### config.mk
export PLATFORM = sky130hd
export DESIGN_NAME = process_i_data_loader
export DESIGN_NICKNAME = d
export VERILOG_FILES = /design/src/rtl/process_i_data_loader_pkg.sv /design/src/rtl/process_i_data_loader_sample_assembler.sv /design/src/rtl/process_i_data_loader.sv
export SDC_FILE = /design/constraint.sdc
export NUM_CORES = 1
export LEC_CHECK = 0
export ABC_AREA = 1
export BUFFER_PORTS_ARGS = -buffer_cell sky130_fd_sc_hd__buf_4
export CELL_PAD_IN_SITES_DETAIL_PLACEMENT = 0
export CELL_PAD_IN_SITES_GLOBAL_PLACEMENT = 1
export CORE_MARGIN = 10
export CORE_UTILIZATION = 29
export DETAILED_ROUTE_END_ITERATION = 6
export GPL_ROUTABILITY_DRIVEN = 1
export GPL_TIMING_DRIVEN = 0
export PLACE_DENSITY_LB_ADDON = 0.1
export SLEW_MARGIN = 20
export SYNTH_ARGS = -nofsm -noshare
export SYNTH_HDL_FRONTEND = slang
export SYNTH_SLANG_ARGS = --single-unit
### constraint.sdc
create_clock -name clk -period 2.6 [get_ports clk]
set_clock_uncertainty 0.15 [all_clocks]
set_input_delay 0.26 -clock clk [delete_from_list [all_inputs] [get_ports clk]]
set_output_delay 0.26 -clock clk [all_outputs]
set_load 0.02 [all_outputs]
### src/rtl/process_i_data_loader_pkg.sv
// Shared types and helpers for the FFT input loader and output serializer.
package process_i_data_loader_pkg;

  typedef enum logic [4:0] {
    S_IDLE    = 5'b00001,
    S_COLLECT = 5'b00010,
    S_WRITE   = 5'b00100,
    S_START   = 5'b01000,
    S_ABORT   = 5'b10000
  } state_t;

  // Byte slot order within a 4-byte complex sample on the UART link
  localparam logic [1:0] B_RE_LO = 2'd0;
  localparam logic [1:0] B_IM_LO = 2'd1;
  localparam logic [1:0] B_RE_HI = 2'd2;
  localparam logic [1:0] B_IM_HI = 2'd3;

  localparam int BITREV_MAX = 16;

  // Reverse the low 'size' bits of v; callers truncate to their own width.
  function automatic logic [BITREV_MAX-1:0] bitrev(input logic [BITREV_MAX-1:0] v, input int size);
    logic [BITREV_MAX-1:0] r;
    for (int i = 0; i < BITREV_MAX; i++) r[i] = v[BITREV_MAX-1-i];
    return r >> (BITREV_MAX - size);
  endfunction

endpackage

### src/rtl/process_i_data_loader_sample_assembler.sv
// Collects four bytes into one sign-extended complex sample.
module sample_assembler
  import process_i_data_loader_pkg::*;
#(
  parameter int bit_width = 28
) (
  input  logic                 clk,
  input  logic                 rst,
  input  logic                 clr,
  input  logic                 byte_en,
  input  logic [7:0]           data_in,
  output logic                 last_slot,
  output logic                 sample_valid,
  output logic [bit_width-1:0] re,
  output logic [bit_width-1:0] im
);

  logic [1:0]      byte_cnt;
  logic [3:0][7:0] bytes;

  function automatic logic [bit_width-1:0] sext(input logic [7:0] hi, input logic [7:0] lo);
    return {{(bit_width-24){hi[7]}}, hi, lo, 8'h00};
  endfunction

  assign last_slot = (byte_cnt == B_IM_HI);

  always_ff @(posedge clk or posedge rst) begin
    if (rst) begin
      byte_cnt     <= '0;
      bytes        <= '0;
      re           <= '0;
      im           <= '0;
      sample_valid <= 1'b0;
    end else begin
      sample_valid <= byte_en && last_slot && !clr;
      if (clr) begin
        byte_cnt <= '0;
        bytes    <= '0;
      end else if (byte_en) begin
        bytes[byte_cnt] <= data_in;
        byte_cnt        <= byte_cnt + 2'd1;
        // b3 is taken straight from the bus so the sample is ready in the write cycle
        if (last_slot) begin
          re <= sext(bytes[B_RE_HI], bytes[B_RE_LO]);
          im <= sext(data_in, bytes[B_IM_LO]);
        end
      end
    end
  end

endmodule

### src/rtl/process_i_data_loader.sv
// UART byte stream -> FFT input memory loader with frame start and timeout abort.
module process_i_data_loader
  import process_i_data_loader_pkg::*;
#(
  parameter int bit_width = 28,
  parameter int N         = 16,
  parameter int SIZE      = 4,
  parameter int BIT_REV   = 1,
  parameter int TIMEOUT   = 1000
) (
  input  logic                 clk,
  input  logic                 rst,
  input  logic [7:0]           data_in,
  input  logic                 en_in,
  input  logic                 fft_ready,
  output logic                 wr_en_o,
  output logic [SIZE-1:0]      adr_o,
  output logic [bit_width-1:0] data_re_o,
  output logic [bit_width-1:0] data_im_o,
  output logic                 start_fft,
  output logic                 busy_o,
  output logic                 err_o,
  output logic                 overrun_o
);

  localparam int GW = $clog2(TIMEOUT);

  state_t          state, nxt;
  logic [SIZE-1:0] smp_cnt;
  logic [GW-1:0]   gap_cnt;
  logic            byte_en, drop, last_slot, sample_valid, sample_done, last_smp, gap_to;

  assign last_smp    = (smp_cnt == SIZE'(N-1));
  assign gap_to      = (gap_cnt == GW'(TIMEOUT-1));
  assign sample_done = (state == S_COLLECT) && en_in && last_slot;

  sample_assembler #(.bit_width(bit_width)) u_asm (
    .clk          (clk),
    .rst          (rst),
    .clr          (state == S_ABORT),
    .byte_en      (byte_en),
    .data_in      (data_in),
    .last_slot    (last_slot),
    .sample_valid (sample_valid),
    .re           (data_re_o),
    .im           (data_im_o)
  );

  always_comb begin
    nxt     = state;
    byte_en = 1'b0;
    drop    = 1'b0;
    case (state)
      S_IDLE: if (en_in) begin
        if (fft_ready) begin
          byte_en = 1'b1;
          nxt     = S_COLLECT;
        end else drop = 1'b1;
      end
      S_COLLECT: begin
        if (en_in) begin
          byte_en = 1'b1;
          if (last_slot) nxt = S_WRITE;
        end else if (gap_to) nxt = S_ABORT;
      end
      S_WRITE: begin
        nxt = last_smp ? S_START : S_COLLECT;
        // a byte landing in the write cycle starts the next sample unless the frame is full
        if (en_in) begin
          if (last_smp) drop = 1'b1;
          else          byte_en = 1'b1;
        end
      end
      S_START: begin
        nxt  = S_IDLE;
        drop = en_in;
      end
      S_ABORT: nxt = S_IDLE;
      default: nxt = S_IDLE;
    endcase
  end

  always_ff @(posedge clk or posedge rst) begin
    if (rst) begin
      state     <= S_IDLE;
      smp_cnt   <= '0;
      gap_cnt   <= '0;
      adr_o     <= '0;
      busy_o    <= 1'b0;
      overrun_o <= 1'b0;
    end else begin
      state  <= nxt;
      busy_o <= (nxt != S_IDLE);
      if (drop) overrun_o <= 1'b1;
      if (state == S_WRITE) smp_cnt <= smp_cnt + 1'b1;
      else if (state == S_IDLE || state == S_ABORT) smp_cnt <= '0;
      if (state == S_COLLECT && !en_in) begin
        if (!gap_to) gap_cnt <= gap_cnt + 1'b1;
      end else gap_cnt <= '0;
      if (sample_done)
        adr_o <= (BIT_REV != 0) ? SIZE'(bitrev(BITREV_MAX'(smp_cnt), SIZE)) : smp_cnt;
    end
  end

  assign wr_en_o   = sample_valid;
  assign start_fft = (state == S_START);
  assign err_o     = (state == S_ABORT);

endmodule
# Yosys cells after proc, flatten, opt, wreduce, memory -nomap -nowiden
# Index checks and enable logic that the tools add are counted.
# Widths: inputs -> output; s select.
[word_totals]
reg_bits = 92
[op_classes]
addsub = 3
n_lt_le_gt_ge = 2
n_eq_ne = 10
mux = 29
n_bitwise = 1
n_reduce_logical = 12
[ops]
columns = ["cell", "n"]
rows = [
  ["$mux 32", 2],
  ["$bwmux 32", 1],
  ["$mux 5", 5],
  ["$mux 10", 2],
  ["$demux 8 s2", 1],
  ["$pmux 5 s3", 1],
  ["$mux 4", 3],
  ["$add 10x1->10 const B", 1],
  ["$eq 10x10->1 const B", 1],
  ["$mux 1", 9],
  ["$mux 8", 1],
  ["$logic_and 1x1->1", 6],
  ["$pmux 1 s3", 2],
  ["$eq 5x1->1 const B", 1],
  ["$eq 5x2->1 const B", 1],
  ["$eq 5x3->1 const B", 1],
  ["$eq 5x4->1 const B", 1],
  ["$eq 5x5->1 const B", 1],
  ["$ne 5x1->1 const B", 1],
  ["$add 4x1->4 const B", 1],
  ["$eq 4x4->1 const B", 1],
  ["$mux 2", 2],
  ["$reduce_bool 2->1", 2],
  ["$lt 2x3->1 const B", 1],
  ["8 further kinds", 9],
]

# Logic depth before layout (Yosys ltp)
# Gate-level depths: netlist of run 1.
[logic_depth]
word_depth = 7
mapped_depth = 12
depth_no_buf = 11

# Modules after synthesis
# From an unflattened synthesis of run 1, not the netlist that was laid out.
[unflattened]
hier_cells = 470
hier_area_um2 = 4132.7
[modules_own_cells]
columns = ["mod", "n_inst", "cells_per_inst", "area_each_um2", "seq_area_each_um2"]
rows = [
  ["sample_assembler", 1, 308, 2761.4, 1476.4],
  ["process_i_data_loader", 1, 162, 1371.3, 626.9],
]

# Worst setup path before layout of run 1
# Ideal clock, no wire load.
[synth_timing]
path_type = "register to register"
from = "reg state[0]"
to = "reg u_asm.im[23] (netlist name)"
setup_time_ns = 0.117
arrival_time_ns = 1.423
path_slack_ns = 0.911
stages_incl_launch_ff = 11
synth_period_minus_slack_ns = 1.689
path_cell_list = "dfstp_2 -> inv_1 -> nor2_1 -> nand3_2 -> a21oi_2 -> nand2_2 -> nand2_4 -> nand2_4 -> buf_4 -> nand2_1 -> nand2_1"
[synth_via]
elab_chain_cells = 3
[synth_lines]
columns = ["item", "line_no", "source"]
rows = [
  ["from (decl)", "process_i_data_loader.sv:28", "state_t state, nxt;"],
  ["from (signal assigned)", "process_i_data_loader.sv:92", "state <= nxt;"],
  ["$eq 5x3->1, or another cell as far along", "process_i_data_loader.sv:53", "case (state)"],
  ["$pmux 1 s3 or $not 1->1 (tied branches)", "-", ""],
  ["$reduce_and 3->1 (no source line) *", "-", ""],
]
# Mark *: on every way between the ends. The rest lies on a longest branch, timed or not.
# A chain may end at the register's enable or synchronous reset.

# Worst setup path in the final report of run 1
[layout_timing]
from = "reg state[4]"
to = "reg gap_cnt[0]"
[layout_via]
elab_chain_cells = 3
[layout_lines]
columns = ["item", "line_no", "source"]
rows = [
  ["$eq 5x2->1 *", "process_i_data_loader.sv:97", "if (state == S_COLLECT && !en_in) begin"],
  ["$logic_and 1x1->1 *", "process_i_data_loader.sv:97", ""],
  ["$ne 2x2->1 (no source line) or $mux 10 (tied branches)", "-", ""],
  ["to (signal assigned)", "process_i_data_loader.sv:98", "if (!gap_to) gap_cnt <= gap_cnt + 1'b1;"],
  ["to (decl)", "process_i_data_loader.sv:30", "logic [GW-1:0] gap_cnt;"],
]
# Marks and branches as above.

==> flow_metrics.py, run 1 <==
metrics = {
    "global_route": {
        "grt_max_degree": 44,
        "grt_pass1_wl_um": 15600,
        "antenna_found_initial": 0,
        "grt_usage_pct": 10.8,
        "grt_pass1_vias": 3077,
        "gr-total-overflow": 0,
    },
    "synthesis": {
        "synth_seq_area_share_pct": 55.8,
        "async_reset_ff_share_pct": 100,
        "ys_top_cells_by_area": "dfrtp_1, nand2_1, buf_4",
        "synth_area_um2": 3770,
        "synth_top_area_cell": "dfrtp_1",
        "synth_common_cells": "nand2_1, dfrtp_1, nand3_1",
        "synth_top_area_share_pct": 55.1,
        "netlist_instances": 429,
        "ys.warnings.count": 0,
        "synth_cell_types": 34,
        "yosysMostFrequentCell": "nand2_1",
        "synth_edf_count": 0,
        "synth_flop_cell": "dfrtp_1",
        "synth-seq-cells": 84,
        "synth.avg_cell_area_um2": 8.78,
    },
    "die": {
        "die_x_um": 134,
        "start_util_pct": 29.7,
        "rows": 41,
        "die_h_um": 134,
        "core_um2": 12700,
        "io_pins": 77,
        "die_area_um2": 17900,
    },
    "drt": {
        "wl_per_cell_um": 13.2,
        "wl_met3_um": 473,
        "drc": 0,
        "wl_met2_um": 4600,
        "drt_first_pass_iters": 4,
        "drt_wl_total_um": 9190,
        "vias": 2940,
        "top_layer": "met4",
        "avgViaCountPerCell": 4.23,
        "drt_iter0_drc": 141,
        "postRouteAntennaNets": 0,
        "wl_met1_um": 4020,
    },
    "place": {
        "post-place-ws_ns": 0.524,
        "dp_cells": 677,
        "gp_congestion": 0.784,
        "io_buffer_count": 60,
        "dp_hpwl_um": 6790,
    },
    "cts": {
        "clk_pin_slew_worst_paths_ns": 0.06,
        "cts-buffers-inserted": 9,
        "cts_tree": "done",
        "clkLatencyLatePin_ns": 0.34,
        "cts_resized": 0,
        "post_cts_buffers": 0,
        "cts.htree.levels": 3,
        "cts.path.max_buffers": 2,
        "cts_root_buf": "clkbuf_16",
        "clock_sinks": 84,
    },
    "critical_path": {
        "worst_r2r_endpoint": "gap_cnt[0]",
        "crit_path_start": "state[4]",
        "r2r_cells": 6,
        "r2r-start": "state[4]",
        "end_kind": "register",
        "critPathKind": "reg -> reg",
        "critPathLaunchType": "register",
        "required_ns": 2.67,
        "r2r_slack_ns": 0.55,
        "endpoint": "gap_cnt[0]",
        "crit_arrival_ns": 2.12,
        "crit_fanout": 9,
    },
    "final_layout": {
        "drive_gt1_share_pct": 23.5,
        "n_antenna_cell": 0,
        "final_nets": 537,
        "post-route-util_pct": 38.4,
        "stdcell_count": 695,
        "area_growth_pct": 29.2,
    },
    "timing": {
        "layout_min_cycle_time_ns": 2.05,
        "fin_ws_ns": 0.548,
        "slew_viol_final": 0,
        "grt_setup_unrepaired": "no",
        "tightest_slew_ns": 0.601,
        "fin_crit_sh_pct": 78.9,
        "tns_ns": 0,
        "maxSlewHeadroom_pct": 59.8,
        "setup_viol": 0,
        "hold_viol_final": 0,
        "max_freq_ghz": 0.487,
    },
    "power_and_ir_drop": {
        "power_density_nw_per_um2": 1040,
        "peakVddDrop_v": 0.000404,
        "p_leak_uw": 0.00263,
    },
    "min_path": {
        "whs_path_depth": 3,
        "hold_path_class": "in -> reg",
    },
    "outcome": {
        "status": "finished clean",
    },
    "run": {
        "cap_violations": 0,
    },
}
[critical path, stage by stage, from the launching register on]
cell	delay (ns)
dfrtp_1	0.37
inv_1	0.20
nand4_1	0.17
nor2_1	0.50
nand4_1	0.32
nand3_1	0.14
o21ai_0	0.08
[worst min-delay path by stage]
| stage | start | to | slack (ns) |
|---|---|---|---|
| floorplan | en_in | state[4] | 0.20 |
| global placement | u_asm.bytes[19] | u_asm.re[19] | 0.30 |
| detailed placement | rst | adr_o[1] | 0.23 |
| CTS | data_in[0] | u_asm.im[16] | 0.007 |
| global route | data_in[0] | u_asm.im[16] | 0.01 |
| finish | data_in[0] | u_asm.im[16] | 0.02 |
[per-layer routing]
metal | vias to the layer above | global-route usage (%)
met5 | - | 0
li1 | 1488 | -
met2 | 45 | 18.1
met3 | 6 | 3.77
met4 | 0 | 3.81
met1 | 1401 | 12.4
[repair_timing]
item                                    CTS  global route
hold endpoints to repair                 42             0
endpoints found under the setup margin    0             0
hold buffers                              3             0
[logic make-up after synthesis]
kind of cell               Yosys count  synth area share (%)
and+or+nand+nor                    242                  27.5
DFF                                 84                  55.8
buffers and inverters               66                  10.0
AOI/OAI and AO/OA                   29                  4.35
adders and majority gates            6                  1.99
xor gates and xnor gates             1                 0.233
other                                1                0.0996
[final cells by class]
| class | instances | area [um2] |
|---|---|---|
| Buffer | 35 | 258 |
| Sequential cell | 84 | 2100 |
| Timing Repair Buffer | 64 | 508 |
| Fill cell | 1343 | 7810 |
| Tap cell | 172 | 215 |
| Clock inverter | 4 | 73.8 |
| Multi-Input combinational cell | 294 | 1340 |
| Inverter | 31 | 121 |
| Clock buffer | 11 | 243 |
[sequential cells by signal (all words and copies together), names as in the netlist]
signal	flops
u_asm.sample_valid	1
gap_cnt	10
state	5
smp_cnt	4
u_asm.bytes	24
u_asm.re	16
u_asm.byte_cnt	2
adr_o	4
busy_o	1
u_asm.im	16
overrun_o	1
[layout by cell type, fill, tap and decap left out, types with 2 or more instances in the layout]
cell / count
buf_2: 2
nand2_4: 2
o21ai_0: 14
or2_2: 3
buf_6: 3
buf_4: 87
inv_1: 28
dfrtp_1: 83
bufinv_16: 2
nor2_4: 2
ha_1: 6
nor2_1: 16
conb_1: 16
nand2_1: 171
nand4_1: 6
nand3_1: 32
nor3_1: 5
inv_4: 2
clkbuf_16: 9
buf_1: 3
a31oi_1: 2
a21oi_1: 7
dlygate4sd3_1: 3
[where the power goes]
part	leakage [uW]	switching, uW	total (uW)	internal, uW
logic	0.00136	1010	1730	717
clock network	0.000156	514	1380	862
registers	0.00111	243	1970	1720
total	0.00263	1770	5070	3300
[metrics by stage]
step	hold slack [ns]	total power, uW	area (um2)
detailed placement	0.228	3750	4520
global route	0.0105	5440	4860
global placement	0.305	3730	4490
finish	0.0180	5070	4860
floorplan	0.202	3050	3820
CTS	0.00671	5170	4860
Note: power is estimated with default switching activity, not from simulation.
==> inputs of run 2 (changes only) <==
- clock period: 2.6 -> 2.1 ns (I/O delays scaled with it)
==> flow_metrics.py, run 2 (synthesized netlist as in run 1, its figures left out) <==
metrics = {
    "outcome": {
        "status": "finished clean",
    },
    "critical_path": {
        "critPathKind": "reg -> reg",
        "crit_fanout": 8,
        "critPathLaunchType": "register",
        "end_kind": "register",
        "required_ns": 2.18,
        "crit_arrival_ns": 2.06,
    },
    "place": {
        "dp_hpwl_um": 6810,
        "io_buffer_count": 60,
        "gp_congestion": 0.761,
    },
    "timing": {
        "slew_viol_final": 0,
        "tightest_slew_ns": 0.661,
        "fin_hold_ws_ns": 0.0232,
        "setup_viol": 0,
        "hold_viol_final": 0,
        "layout_min_cycle_time_ns": 1.98,
        "grt_setup_unrepaired": "yes",
        "maxSlewHeadroom_pct": 55.8,
        "max_freq_ghz": 0.504,
        "fin_crit_sh_pct": 94.5,
    },
    "global_route": {
        "grt_pass1_vias": 3125,
        "grt_max_degree": 30,
        "grt_usage_pct": 10.7,
        "gr-total-overflow": 0,
        "grt_pass1_wl_um": 15700,
        "antenna_found_initial": 0,
    },
    "final_layout": {
        "fillers": 1321,
        "ff_latch_area_um2": 2100,
        "top_register": "u_asm.bytes",
        "final_common_cell": "nand2_1",
        "area_growth_pct": 31.0,
        "drive_gt1_share_pct": 23.7,
        "final_nets": 546,
        "largest_register_ffs": 24,
        "reg_top3": "u_asm.bytes (24), u_asm.im (16), u_asm.re (16)",
        "final_cell_mix": "nand2_1, buf_4, dfrtp_1",
        "multi_input_area_um2": 1350,
        "n_antenna_cell": 0,
    },
    "run": {
        "cap_violations": 0,
    },
    "drt": {
        "vias": 2964,
        "drc": 0,
        "wl_per_cell_um": 13.0,
        "drt_iter0_drc": 171,
        "avgViaCountPerCell": 4.22,
        "postRouteAntennaNets": 0,
        "drt_wl_total_um": 9170,
        "drt_first_pass_iters": 4,
    },
    "power_and_ir_drop": {
        "power_density_nw_per_um2": 1240,
        "power_frac_comb_pct": 34.9,
        "power_uw": 6140,
        "peakVddDrop_v": 0.000465,
        "clkPwrFrac_pct": 25.4,
        "p_leak_uw": 0.00265,
        "seq_power_share_pct": 39.7,
        "p_switching_uw": 2170,
        "p_int_uw": 3970,
        "swShare_pct": 35.3,
    },
    "die": {
        "io_pins": 77,
        "start_util_pct": 29.7,
        "die_x_um": 134,
        "die_h_um": 134,
        "core_um2": 12700,
        "die_area_um2": 17900,
        "rows": 41,
    },
    "cts": {
        "cts.htree.levels": 3,
        "cts_root_buf": "clkbuf_16",
        "clock_sinks": 84,
        "clk_pin_slew_worst_paths_ns": 0.06,
        "clkLatencyLatePin_ns": 0.33,
        "cts-buffers-inserted": 9,
        "cts.path.max_buffers": 2,
        "cts_tree": "done",
    },
    "min_path": {
        "hold_path_class": "in -> reg",
    },
}
[run 2: area by class of cell]
type	instances	area share, %
Buffer	35	5.23
Clock buffer	10	4.85
Clock inverter	4	1.04
Inverter	31	2.49
Multi-Input combinational cell	294	27.3
Sequential cell	84	42.6
Tap cell	172	4.36
Timing Repair Buffer	73	12.1
[run 2: layer usage]
layer,wire length (um),part of all wire (%),global-route usage (%),up-vias
met5,0,0,0,-
met4,70,0.76,2.30,0
met3,577,6.3,4.41,4
met2,4490,49,17.9,54
met1,4020,44,12.4,1396
li1,-,-,-,1510
[run 2: timing repair]
action / 4_1_cts / 5_1_grt
buffers inserted: 0 / 1
hold buffers: 10 / 0
endpoints found under the hold margin: 38 / 0
resized for setup: 0 / 1
setup endpoints to repair: 0 / 27
[run 2: final timing paths]
check | startpoint | to | slack, ns | cells after the start
min in group asynchronous | rst | adr_o[3] | 0.38 | 3
max in group asynchronous | rst | u_asm.bytes[0] | 0.64 | 5
worst max register to register | smp_cnt[0] | u_asm.bytes[20] | 0.12 | 9
worst min-delay path | fft_ready | state[0] | 0.02 | 4
worst max-delay path | smp_cnt[0] | u_asm.bytes[20] | 0.12 | 9
worst min register to register | u_asm.bytes[21] | u_asm.bytes[21] | 0.32 | 2
[run 2: per-stage QoR]
step / cells / utilization (%) / cell area, um2 / setup TNS (ns) / setup slack (ns)
2_1_floorplan: 444 / - / 3830 / 0 / 0.411
3_3_place_gp: 676 / 35.4 / 4490 / 0 / 0.0601
3_5_place_dp: 678 / 35.8 / 4530 / 0 / 0.0147
4_1_cts: 702 / 38.8 / 4920 / 0 / 0.0249
5_1_grt: 703 / 38.9 / 4930 / -0.715 / -0.0556
6_report: 703 / 38.9 / 4930 / 0 / 0.115
[run 2: critical path, stage by stage, from the launching register on]
cell and delay, ns:
dfrtp_1 0.41, ha_1 0.23, nand3_1 0.12, nand4_1 0.17, nand2_1 0.12, nand2_2 0.09
nand3_1 0.17, nand2_1 0.24, nand2_1 0.13, nand2_1 0.05
[run 2: power by group through the flow]
stage          Combinational, uW  Sequential (uW)  Clock, uW
2_1_floorplan               1030             2740          0
3_3_place_gp                2160             2460          0
3_5_place_dp                2180             2470          0
4_1_cts                     2200             2440       1620
5_1_grt                     2410             2520       1700
6_report                    2150             2440       1560
